==> src/rtl/tdm_demux8.sv <==
// Eight-lane TDM demultiplexer: slot words framed by a sync on slot 0 are steered
// into per-lane registers, and each complete frame is published as one snapshot.
module tdm_demux8 #(
    parameter int WIDTH = 16
) (
    input  logic               clk,
    input  logic               rst,
    input  logic [WIDTH-1:0]   din,
    input  logic               din_valid,
    input  logic               din_sync,
    output logic [8*WIDTH-1:0] lane_out,
    output logic [7:0]         lane_strobe,
    output logic [8*WIDTH-1:0] frame_out,
    output logic               frame_valid,
    output logic               sync_err,
    output logic               locked
);
    localparam int NUM_LANES = 8;

    typedef enum logic {HUNT, LOCKED} state_t;

    state_t     state, nstate;
    logic [2:0] slot, nslot;
    logic       wr, err, done;
    logic [2:0] wr_lane;

    logic [NUM_LANES-1:0][WIDTH-1:0] lane_q, frame_q;

    always_comb begin
        nstate  = state;
        nslot   = slot;
        wr      = 1'b0;
        wr_lane = 3'd0;
        err     = 1'b0;
        done    = 1'b0;
        if (din_valid) begin
            if (state == HUNT) begin
                if (din_sync) begin
                    wr     = 1'b1;
                    nslot  = 3'd1;
                    nstate = LOCKED;
                end
            end else if (din_sync) begin
                // A sync mid-frame abandons the partial frame and restarts at lane 0.
                wr    = 1'b1;
                nslot = 3'd1;
                err   = (slot != 3'd0);
            end else if (slot == 3'd0) begin
                err    = 1'b1;
                nstate = HUNT;
            end else begin
                wr      = 1'b1;
                wr_lane = slot;
                nslot   = slot + 3'd1;
                done    = (slot == 3'd7);
            end
        end
    end

    always_ff @(posedge clk or posedge rst) begin
        if (rst) begin
            state       <= HUNT;
            slot        <= 3'd0;
            lane_strobe <= '0;
            frame_valid <= 1'b0;
            sync_err    <= 1'b0;
            locked      <= 1'b0;
        end else begin
            state       <= nstate;
            slot        <= nslot;
            lane_strobe <= wr ? (8'd1 << wr_lane) : 8'd0;
            frame_valid <= done;
            sync_err    <= err;
            locked      <= (nstate == LOCKED);
        end
    end

    for (genvar k = 0; k < NUM_LANES; k++) begin : g_lane
        tdm_lane #(.WIDTH(WIDTH)) u_lane (
            .clk     (clk),
            .rst     (rst),
            .din     (din),
            .wr      (wr && (wr_lane == 3'(k))),
            .cap     (done),
            .lane_q  (lane_q[k]),
            .frame_q (frame_q[k])
        );
    end

    assign lane_out  = lane_q;
    assign frame_out = frame_q;
endmodule

// One lane: live register plus frame snapshot; a snapshot taken on the same edge
// as this lane's write captures the incoming word rather than the stale value.
module tdm_lane #(
    parameter int WIDTH = 16
) (
    input  logic             clk,
    input  logic             rst,
    input  logic [WIDTH-1:0] din,
    input  logic             wr,
    input  logic             cap,
    output logic [WIDTH-1:0] lane_q,
    output logic [WIDTH-1:0] frame_q
);
    always_ff @(posedge clk or posedge rst) begin
        if (rst) begin
            lane_q  <= '0;
            frame_q <= '0;
        end else begin
            if (wr)  lane_q  <= din;
            if (cap) frame_q <= wr ? din : lane_q;
        end
    end
endmodule

==> config.mk <==
export PLATFORM = sky130hd
export DESIGN_NAME = tdm_demux8
export DESIGN_NICKNAME = d
export VERILOG_FILES = /design/src/rtl/tdm_demux8.sv
export SDC_FILE = /design/constraint.sdc
export NUM_CORES = 1
export LEC_CHECK = 0
export ABC_AREA = 1
export BUFFER_PORTS_ARGS = -buffer_cell sky130_fd_sc_hd__buf_2
export CAP_MARGIN = 20
export CORE_MARGIN = 8
export CORE_UTILIZATION = 58
export CTS_CLUSTER_DIAMETER = 150
export DETAILED_ROUTE_END_ITERATION = 16
export GPL_TIMING_DRIVEN = 0
export HOLD_SLACK_MARGIN = 0.03
export PLACE_DENSITY = 0.95
export SLEW_MARGIN = 5
export SYNTH_ARGS = -nofsm -noshare
export SYNTH_HDL_FRONTEND = slang
export SYNTH_SLANG_ARGS = --single-unit
==> constraint.sdc <==
create_clock -name clk -period 16.4 [get_ports clk]
set_input_delay 1.64 -clock clk [delete_from_list [all_inputs] [get_ports clk]]
set_output_delay 1.64 -clock clk [all_outputs]
set_load 0.005 [all_outputs]
## Yosys cells after proc, flatten, opt, wreduce, memory -nomap -nowiden

Index checks and enable logic that the tools add are counted.

| cells by class | value |
|---|---|
| multiplexer cells | 30 |
| $add $sub $neg | 1 |
| reductions and logical operators | 13 |
| eq/ne operators | 9 |
| shift operators | 1 |

Operator list:

| cell | count |
|---|---|
| $mux 16 | 8 |
| $mux 3 | 8 |
| $eq 3x3->1 const B | 5 |
| $mux 1 | 13 |
| $logic_and 1x1->1 | 8 |
| $mux 8 | 1 |
| $shl 1x3->8 const A | 1 |
| $eq 3x2->1 const B | 2 |
| $logic_not 3->1 | 2 |
| $add 3x1->3 const B | 1 |
| $eq 3x1->1 const B | 1 |
| $reduce_and 3->1 | 1 |
| $reduce_bool 3->1 | 1 |
| $ne 2x2->1 const B | 1 |
| $reduce_bool 2->1 | 1 |

| storage, ports and cells | value |
|---|---|
| output and inout port bits | 267 |
| register bits | 270 |
| input port bits | 20 |
| word-level logic and storage cells | 75 |

## Logic depth before layout (Yosys ltp)

Gate-level depths: netlist (run 1).

| depth | value |
|---|---|
| depth after elaboration | 8 |
| gate-level depth with buffers | 13 |
| depth with buffers taken out | 12 |

## Modules after synthesis

From an unflattened synthesis (run 1), not the netlist that was laid out.

| second synthesis, totals | value |
|---|---|
| cells, all modules | 1423 |
| area, all modules | 11954.0 µm² |

By module, submodules not included:

| module | cells an instance | times used | area an instance (µm²) | sequential area each (µm²) |
|---|---|---|---|---|
| tdm_lane | 169 | 8 | 1415.1 | 800.8 |
| tdm_demux8 | 71 | 1 | 633.1 | 350.3 |

## Worst setup path before layout (run 1)

OpenSTA, ideal clock, no wires.

| timing | value |
|---|---|
| path type | input port to flip-flop |
| start | input port din_sync |
| end | register g_lane[6].u_lane.lane_q[15] |
| data required time | 16.281 ns |
| path slack | 13.459 ns |
| buffers on the path | 2 |
| library setup time | 0.119 ns |
| cell stages on the path | 9 |
| data arrival time | 2.822 ns |
| cell sequence | inv_2 ha_1 nand2_1 nand3_2 nor2_4 buf_4 buf_4 nand3_1 and2_1 |

| on the way | value |
|---|---|
| word-level cells in the longest chain between the ends | 6 |
| elaborated cells between the ends (all ways) | 10 |
| classes of those cells | eq/ne (1); mux (8); reduce/logical (1) |

RTL lines:

| element | RTL line | text |
|---|---|---|
| from (decl) | 10 | `input logic din_sync,` |
| $mux 3 | 43 | `end else if (din_sync) begin` |
| $mux 3 | 37 | `if (state == HUNT) begin` |
| $mux 3 | 36 | `if (din_valid) begin` |
| $eq 3x3->1 | 83 | `.wr (wr && (wr_lane == 3'(k))),` |
| $logic_and 1x1->1 (*) | 83 |  |
| $mux 16 (*) | n/a |  |
| to (signal assigned) | 112 | `if (wr) lane_q <= din;` |
| to (decl) | 104 | `output logic [WIDTH-1:0] lane_q,` |

Every way passes the cells marked *; elsewhere a longest branch is shown, timed or not.
A chain may end at the register's enable or synchronous reset.

## Final worst setup path (run 1)

| timing | value |
|---|---|
| start | input port din_sync |
| end | register g_lane[7].u_lane.frame_q[12] |

| on the way | value |
|---|---|
| word-level cells in the longest chain between the ends | 6 |
| elaborated cells between the ends (all ways) | 13 |
| classes of those cells | eq/ne (1); mux (11); reduce/logical (1) |

RTL lines:

| element | RTL line | text |
|---|---|---|
| $mux 3 | 43 |  |
| $mux 3 | 37 |  |
| $mux 3 | 36 |  |
| $eq 3x3->1 | 83 |  |
| $logic_and 1x1->1 | 83 |  |
| $mux 16 | 113 | `if (cap) frame_q <= wr ? din : lane_q;` |
| to (signal assigned) | 113 |  |
| to (decl) | 105 | `output logic [WIDTH-1:0] frame_q` |

Several ways; a longest one is shown, not always the timed one.

==> results of run 1 <==
[critical path: stages]
cell and delay, ns:
buf_2 0.12, inv_2 0.08, ha_1 0.23, nand2_1 0.11
nand3_2 0.14, nor2_4 0.21, buf_1 0.49, nand3_1 0.19
nand3_1 0.15, nand2_1 0.07
[placed cells by master (no fill, tap or decap), types with 3 or more instances in the layout]
master      count
inv_2           3
clkbuf_8        8
and2_1        128
o21bai_1       64
nand3_1       260
dfrtp_1       270
buf_2         315
ha_1            4
nor2_2          3
nand2_1       335
nand2_2         5
buf_1           9
clkbuf_16      27
inv_1          94
clkinvlp_4      3
clkbuf_1       24
bufinv_16       3
buf_4          11
clkinv_2        5
o21ai_0         4
nor2_1          6
[power groups by stage]
stage                     combinational [mW]  sequential [mW]  clock [mW]
after floorplan                        0.206            0.854           0
after global placement                 0.387            0.852           0
after detailed placement               0.409            0.856           0
after CTS                              0.415            0.849       0.650
after global routing                   0.455            0.862       0.675
final                                  0.414            0.853       0.648
[cell families after synthesis]
kind of cell	after synthesis	synth area share
simple gates	747	0.3046
compound gates	69	0.04378
fa+ha+maj	4	0.004335
buf+inv	170	0.06209
flops	270	0.5852
[flip-flops by register name, indices dropped and copies added (netlist names)]
signal	flops
g_lane.u_lane.frame_q	128
state	1
slot	3
sync_err	1
g_lane.u_lane.lane_q	128
lane_strobe	8
frame_valid	1
[cell type report]
class	instances	share of cell area
inverter	98	0.02623
antenna	1	0.0001749
sequential	270	0.4722
clock buffer	37	0.05544
multi-input combinational	820	0.2846
tap	265	0.02317
buffer	72	0.02440
timing repair buffer	287	0.1035
clock inverter	12	0.01023
[routing by layer]
layer | routed length, um | part of all wire | vias to the layer above | track usage
met3 | 4527 | 0.11 | 158 | 0.07623
met5 | 12 | 0.00030 | - | 0
met2 | 18330 | 0.46 | 774 | 0.5147
met1 | 14400 | 0.36 | 5150 | 0.3857
met4 | 2395 | 0.060 | 2 | 0.1836
li1 | - | - | 4652 | -
[stage by stage]
step	hold WS, ns	total power [mW]	setup WS (ns)
finish	0.4748	1.915	13.40
global route	0.4906	1.992	13.28
CTS	0.4764	1.914	13.45
detailed placement	0.4594	1.265	12.95
global placement	0.4572	1.239	4.750
floorplan	0.4726	1.060	7.321
[final timing paths]
check / startpoint / end / depth (start not counted)
worst max-delay path: din_sync / g_lane[7].u_lane.frame_q[12]$_DFFE_PP0P_ / 10
worst min-delay path: g_lane[4].u_lane.frame_q[12]$_DFFE_PP0P_ / g_lane[4].u_lane.frame_q[12]$_DFFE_PP0P_ / 2
worst max register to register: slot[1]$_DFFE_PP0P_ / g_lane[7].u_lane.frame_q[12]$_DFFE_PP0P_ / 12
worst min register to register: g_lane[4].u_lane.frame_q[12]$_DFFE_PP0P_ / g_lane[4].u_lane.frame_q[12]$_DFFE_PP0P_ / 2
max in group asynchronous: rst / g_lane[3].u_lane.lane_q[15]$_DFF_PP0_ / 4
min in group asynchronous: rst / g_lane[6].u_lane.lane_q[9]$_DFF_PP0_ / 2
==> results.md, run 1 <==
* Clock power share at 0.338
* GRT Overall Usage at 0.3182
* Total gr overflow at 0
* Core area at 0.01953 sq mm
* Period Utilization, post-route at 0.1832
* Final instance area at approximately 0.014 sq mm
* Post-layout util at 0.7328
* GPL Wtd Cong at ~0.85
* Yosys reg bits at 270
* Largest net degree at the start of global routing at 115
* Postcts setup bufs at 0
* Crit Path Class: in2reg
* Synth top area share at 0.5852
* Ys async rst share at 1.000
* Clock buffer depth at 3
* Placed Instances at roughly 1800
* Ys flop type: dfrtp_1
* Post-CTS Hold Buffers at 0
* Syn nets at around 1300
* Remaining antenna violation count at 0
* Max FO, Critical Path at 10
* Post-CTS sizing at 0
* Status: finished clean
* Seq/Total Area, Yosys at 0.5852
* Yosys top cell by area: dfrtp_1
* Global-route wire length before repair at 60320 um
* Layout cells sized above 1 at 0.2462
* Max Fclk at 0.3328 GHz
* Pint at approximately 1.3 mW
* Clock root cell: clkbuf_16
* Crit. End Element: flop
* CTS tree: yes
* Sw Share at 0.2996
* Routed WL at 39670 um
* Port Buf Inserts at 285
* Post-route setup TNS at 0 ns
* Die height at 157.1 um
* Top post-synthesis cells by count: 335 x nand2_1, 270 x dfrtp_1, 260 x nand3_1, 128 x and2_1, 95 x inv_1
* Post-synth EDFFs at 0
* Wire length per cell at ~21 um
* DRC marker count from the first detailed-route iteration at 926
* CTS buffer count at 27
* RSZ-0062 raised after global routing: false
* Post-route DRC at 0
* Synth top area cells: dfrtp_1 59%, nand3_1 11%, nand2_1 11%, and2_1 6.9%, o21bai_1 4.2%
* Synth Cell Area at 0.01155 sq mm
* Slew headroom at 0.4873
* Die width at 157.1 um
* Sw power at 0.5738 mW
* DIE AREA at 0.02468 sq mm
* Worst min-delay path class: reg2reg
* Initial antenna violation count at 2
* Fin nets at between 1500 and 2000
* Max-cap viol count at 0
* Rows at 51
* H-tree Lvls at 1
* R2R setup slack at 13.78 ns
* Hpwl dp at roughly 27000 um
* Clock sinks at 270
* Vias in the first global route at 11029
* Synthesis Warnings at 0
* CP startpoint kind: input port
* Fin cells at between 1500 and 2000
* Minimum clock period at roughly 3 ns
* Power per cell area at between 100 and 150 mW/mm^2
* Layout area overhead at 23.93%
* Fin Clk Skew at ~0.016 ns
* Combinational share of power at 0.216
* Reg power frac at 0.446
* Syn Area/Cell at 9.164 sq um
* Setup Viol. Count Final at 0
* Cells after Synth at 1260
* Area of the multi-input gates at 0.004073 sq mm
* Crit path DAT at around 3.4 ns
* Clock Latency Late Sink at 0.53 ns
* Worst EP required at ~17 ns
* Initial Utilization at 0.5913
* Vias per cell at 5.766
* Via count at 10736
* TritonRoute pass-1 iters at 5
* Clk slew on worst S/H paths at about 0.06 ns
* Io pins at between 200 and 300
* Final Max Tran Viols at 0
* Leakage at between 7 and 8 nW
* Placed Area at 0.01337 sq mm
* Netlist cell types at 22
* Final Hold Viols at 0
* Register area at 0.006756 sq mm
* Count leader, synth: nand2_1
* Maximum vdd drop at 0.08298 mV
* Worst Tran Pin Value at 0.7682 ns
* Fillers at between 1000 and 1500
(Power assumes the default switching activity.)
==> run 2: changes to the inputs <==
--- a/config.mk
+++ b/config.mk
@@ -9,12 +9,12 @@
 export BUFFER_PORTS_ARGS = -buffer_cell sky130_fd_sc_hd__buf_2
 export CAP_MARGIN = 20
 export CORE_MARGIN = 8
-export CORE_UTILIZATION = 58
+export CORE_UTILIZATION = 53
 export CTS_CLUSTER_DIAMETER = 150
 export DETAILED_ROUTE_END_ITERATION = 16
 export GPL_TIMING_DRIVEN = 0
 export HOLD_SLACK_MARGIN = 0.03
-export PLACE_DENSITY = 0.95
+export PLACE_DENSITY = 0.89
 export SLEW_MARGIN = 5
 export SYNTH_ARGS = -nofsm -noshare
 export SYNTH_HDL_FRONTEND = slang
==> constraint.sdc (replaced) <==
create_clock -name clk -period 2.9 [get_ports clk]
set_input_delay 0.29 -clock clk [delete_from_list [all_inputs] [get_ports clk]]
set_output_delay 0.29 -clock clk [all_outputs]
set_load 0.005 [all_outputs]
==> run 2 against run 1 <==
Setup slack got worse by 13 ns. Clock power rose to 5.4 times the previous value. Sequential share of layout area fell by 0.24 points. Critical path type is now reg2reg. Sequential power rose to 5.6 times the previous value. Clock skew barely moved. Clock-buffer cell count rose by 2. Total power rose to 5.5 times the previous value. Critical path depth rose by 1. Largest cell class unchanged. Die area rose by 8.5%.
==> results.md, run 2 (synthesis results as in run 1) <==
* Port Buf Inserts at 285 (unchanged)
* Clock sinks at 270 (unchanged)
* Via count at 10510 (was 10736)
* CTS tree: yes (unchanged)
* Hpwl dp at 27790 um (was 27390 um)
* Worst Hold Depth at 2 (unchanged)
* Max Fclk at roughly 0.39 GHz
* WHS Endpoint: state$_DFFE_PP0P_ (was g_lane[4].u_lane.frame_q[12]$_DFFE_PP0P_)
* Global-route wire length before repair at 60500 um (was 60320 um)
* Period Utilization, post-route at 0.8945
* Initial Utilization at 0.5340 (was 0.5913)
* Post-route setup TNS at 0 ns (unchanged)
* Vias per cell at 5.573 (was 5.766)
* Crit path DAT at 3.02 ns (was 3.42 ns)
* Crit. End Element: flop (unchanged)
* Clk slew on worst S/H paths at 0.07 ns (was 0.06 ns)
* Rows at 54 (was 51)
* Worst EP required at 3.33 ns (was 16.82 ns)
* Routed WL at 39660 um (was 39670 um)
* Crit path from: slot[1]$_DFFE_PP0P_ (was din_sync)
* Post-layout util at 0.6652 (was 0.7328)
* Wire length per cell at 21.03 um (was 21.31 um)
* CTS buffer count at 28 (was 27)
* Hold WS at 0.06121 ns (was 0.4748 ns)
* Final Max Tran Viols at 0 (unchanged)
* RSZ-0062 raised after global routing: false (unchanged)
* Combinational share of power at 0.221 (was 0.216)
* Layout cells sized above 1 at 0.2463 (was 0.2462)
* Die height at 163.6 um (was 157.1 um)
* Layout area overhead at 24.56% (was 23.93%)
* Min-Delay Startpoint: din_valid (was g_lane[4].u_lane.frame_q[12]$_DFFE_PP0P_)
* Vias in the first global route at 10665 (was 11029)
* Fin nets at 1608 (was 1600)
* Remaining antenna violation count at 0 (unchanged)
* Setup Viol. Count Final at 0 (unchanged)
* Most frequent cells in the layout: 335 x nand2_1, 315 x buf_2, 270 x dfrtp_1 (unchanged)
* R2R setup slack at 0.31 ns (was 13.78 ns)
* Worst min-delay path class: in2reg (was reg2reg)
* Maximum vdd drop at 0.4766 mV (was 0.08298 mV)
* Status: finished clean (unchanged)
* Clock root cell: clkbuf_16 (unchanged)
* Largest registers: g_lane.u_lane.frame_q (128), g_lane.u_lane.lane_q (128), lane_strobe (8) (unchanged)
* Postcts setup bufs at 0 (unchanged)
* Core area at 0.02162 sq mm (was 0.01953 sq mm)
* Max FO, Critical Path at 10 (unchanged)
* GPL Wtd Cong at 0.8396 (was 0.8501)
* Fin Clk Skew at 0.01668 ns (was 0.01621 ns)
* Reg2reg end: g_lane[7].u_lane.lane_q[11]$_DFF_PP0_ (was g_lane[7].u_lane.frame_q[12]$_DFFE_PP0P_)
* Post-route DRC at 0 (unchanged)
* Reg power frac at 0.453 (was 0.446)
* Pint at 7.393 mW (was 1.342 mW)
* Clock power share at 0.327 (was 0.338)
* Total gr overflow at 0 (unchanged)
* DIE AREA at 0.02676 sq mm (was 0.02468 sq mm)
* Clock Latency Late Sink at 0.56 ns (was 0.53 ns)
* Clock buffer depth at 3 (unchanged)
* Max-cap viol count at 0 (unchanged)
* Most common cell after layout, fill and taps aside: nand2_1 (unchanged)
* Slew headroom at 0.4849 (was 0.4873)
* H-tree Lvls at 1 (unchanged)
* Minimum clock period at 2.594 ns
* Final Hold Viols at 0 (unchanged)
* RR Startpoint: slot[1]$_DFFE_PP0P_ (unchanged)
* Power consumption at 10.61 mW (was 1.915 mW)
* CP startpoint kind: flop (was input port)
* TritonRoute pass-1 iters at 5 (unchanged)
* Leakage at 7.950 nW (was 7.926 nW)
* DRC marker count from the first detailed-route iteration at 925 (was 926)
* R2R depth at 11 (was 12)
* Initial antenna violation count at 2 (unchanged)
* Sw Share at 0.3030 (was 0.2996)
* GRT Overall Usage at 0.2919 (was 0.3182)
* Die width at 163.6 um (was 157.1 um)
* Io pins at 287 (unchanged)
* Power per cell area at 737.6 mW/mm^2 (was 133.9 mW/mm^2)
* Sw power at 3.214 mW (was 0.5738 mW)
* Worst Tran Pin Value at 0.7718 ns (was 0.7682 ns)
* Crit Path Class: reg2reg (was in2reg)
* Largest net degree at the start of global routing at 42 (was 115)
## run 2: cell types whose count changed in the layout (fill, tap and decap cells not counted), sizes merged, moves of 2 or more
cell / delta
buf: +6
bufinv: -2
clkbuf: +2
clkinv: +2
## run 2: layer usage
layer | wire, um | track usage | vias up
met1 | 15480 | 0.3699 | 5159
met3 | 3666 | 0.05948 | 109
li1 | - | - | 4681
met4 | 1871 | 0.1289 | 2
met2 | 18630 | 0.4782 | 559
met5 | 13 | 0 | -
## run 2: worst max path at each step
| stage | endpoint | slack, ns | depth (start not counted) |
|---|---|---|---|
| final | g_lane[7].u_lane.lane_q[11]$_DFF_PP0_ | 0.31 | 11 |
| after global routing | g_lane[7].u_lane.frame_q[6]$_DFFE_PP0P_ | 0.13 | 12 |
| after CTS | g_lane[7].u_lane.lane_q[11]$_DFF_PP0_ | 0.35 | 11 |
| after detailed placement | g_lane[7].u_lane.frame_q[11]$_DFFE_PP0P_ | 0.39 | 12 |
| after global placement | g_lane[3].u_lane.frame_q[2]$_DFFE_PP0P_ | -2.47 | 2 |
| after floorplan | frame_valid$_DFF_PP0_ | -0.96 | 1 |
## run 2: what timing repair did
action,CTS,global route
hold endpoints to repair,73,0
resized for setup,0,0
endpoints found under the setup margin,0,0
hold buffers,1,0
## run 2: metrics by stage
step           area (sq um)  cells  setup WS (ns)
2_1_floorplan         11550   1260        -0.9574
3_3_place_gp          13330   1825         -2.468
3_5_place_dp          13490   1833         0.3855
4_1_cts               14380   1884         0.3503
5_1_grt               14380   1885         0.1318
6_report              14380   1886         0.3058
## run 2: power by group through the flow
stage                     Combinational (mW)  Clock (mW)  Sequential [mW]
after global routing                    2.58        3.64             4.86
final                                   2.34        3.47             4.80
after detailed placement                2.33           0             4.83
after global placement                  2.19           0             4.83
after floorplan                         1.17           0             4.83
after CTS                               2.35        3.50             4.78
## run 2: worst max-delay path, cell delays in order (launching register included)
cell and delay, ns:
dfrtp_1 0.43, inv_1 0.13, ha_1 0.22, nand2_1 0.11, inv_1 0.05, ha_1 0.19
nand2_1 0.10, nand3_2 0.15, nor2_4 0.22, buf_1 0.47, nand3_1 0.19, and2_1 0.21
## run 2: layout make-up
type / count / area, sq um
fill: 1679 / 7239
sequential: 270 / 6756
multi-input combinational: 820 / 4073
timing repair buffer: 294 / 1597
clock buffer: 39 / 782.0
inverter: 98 / 371.6
tap: 280 / 350.3
buffer: 72 / 349.1
clock inverter: 11 / 97.59
antenna: 2 / 5.005
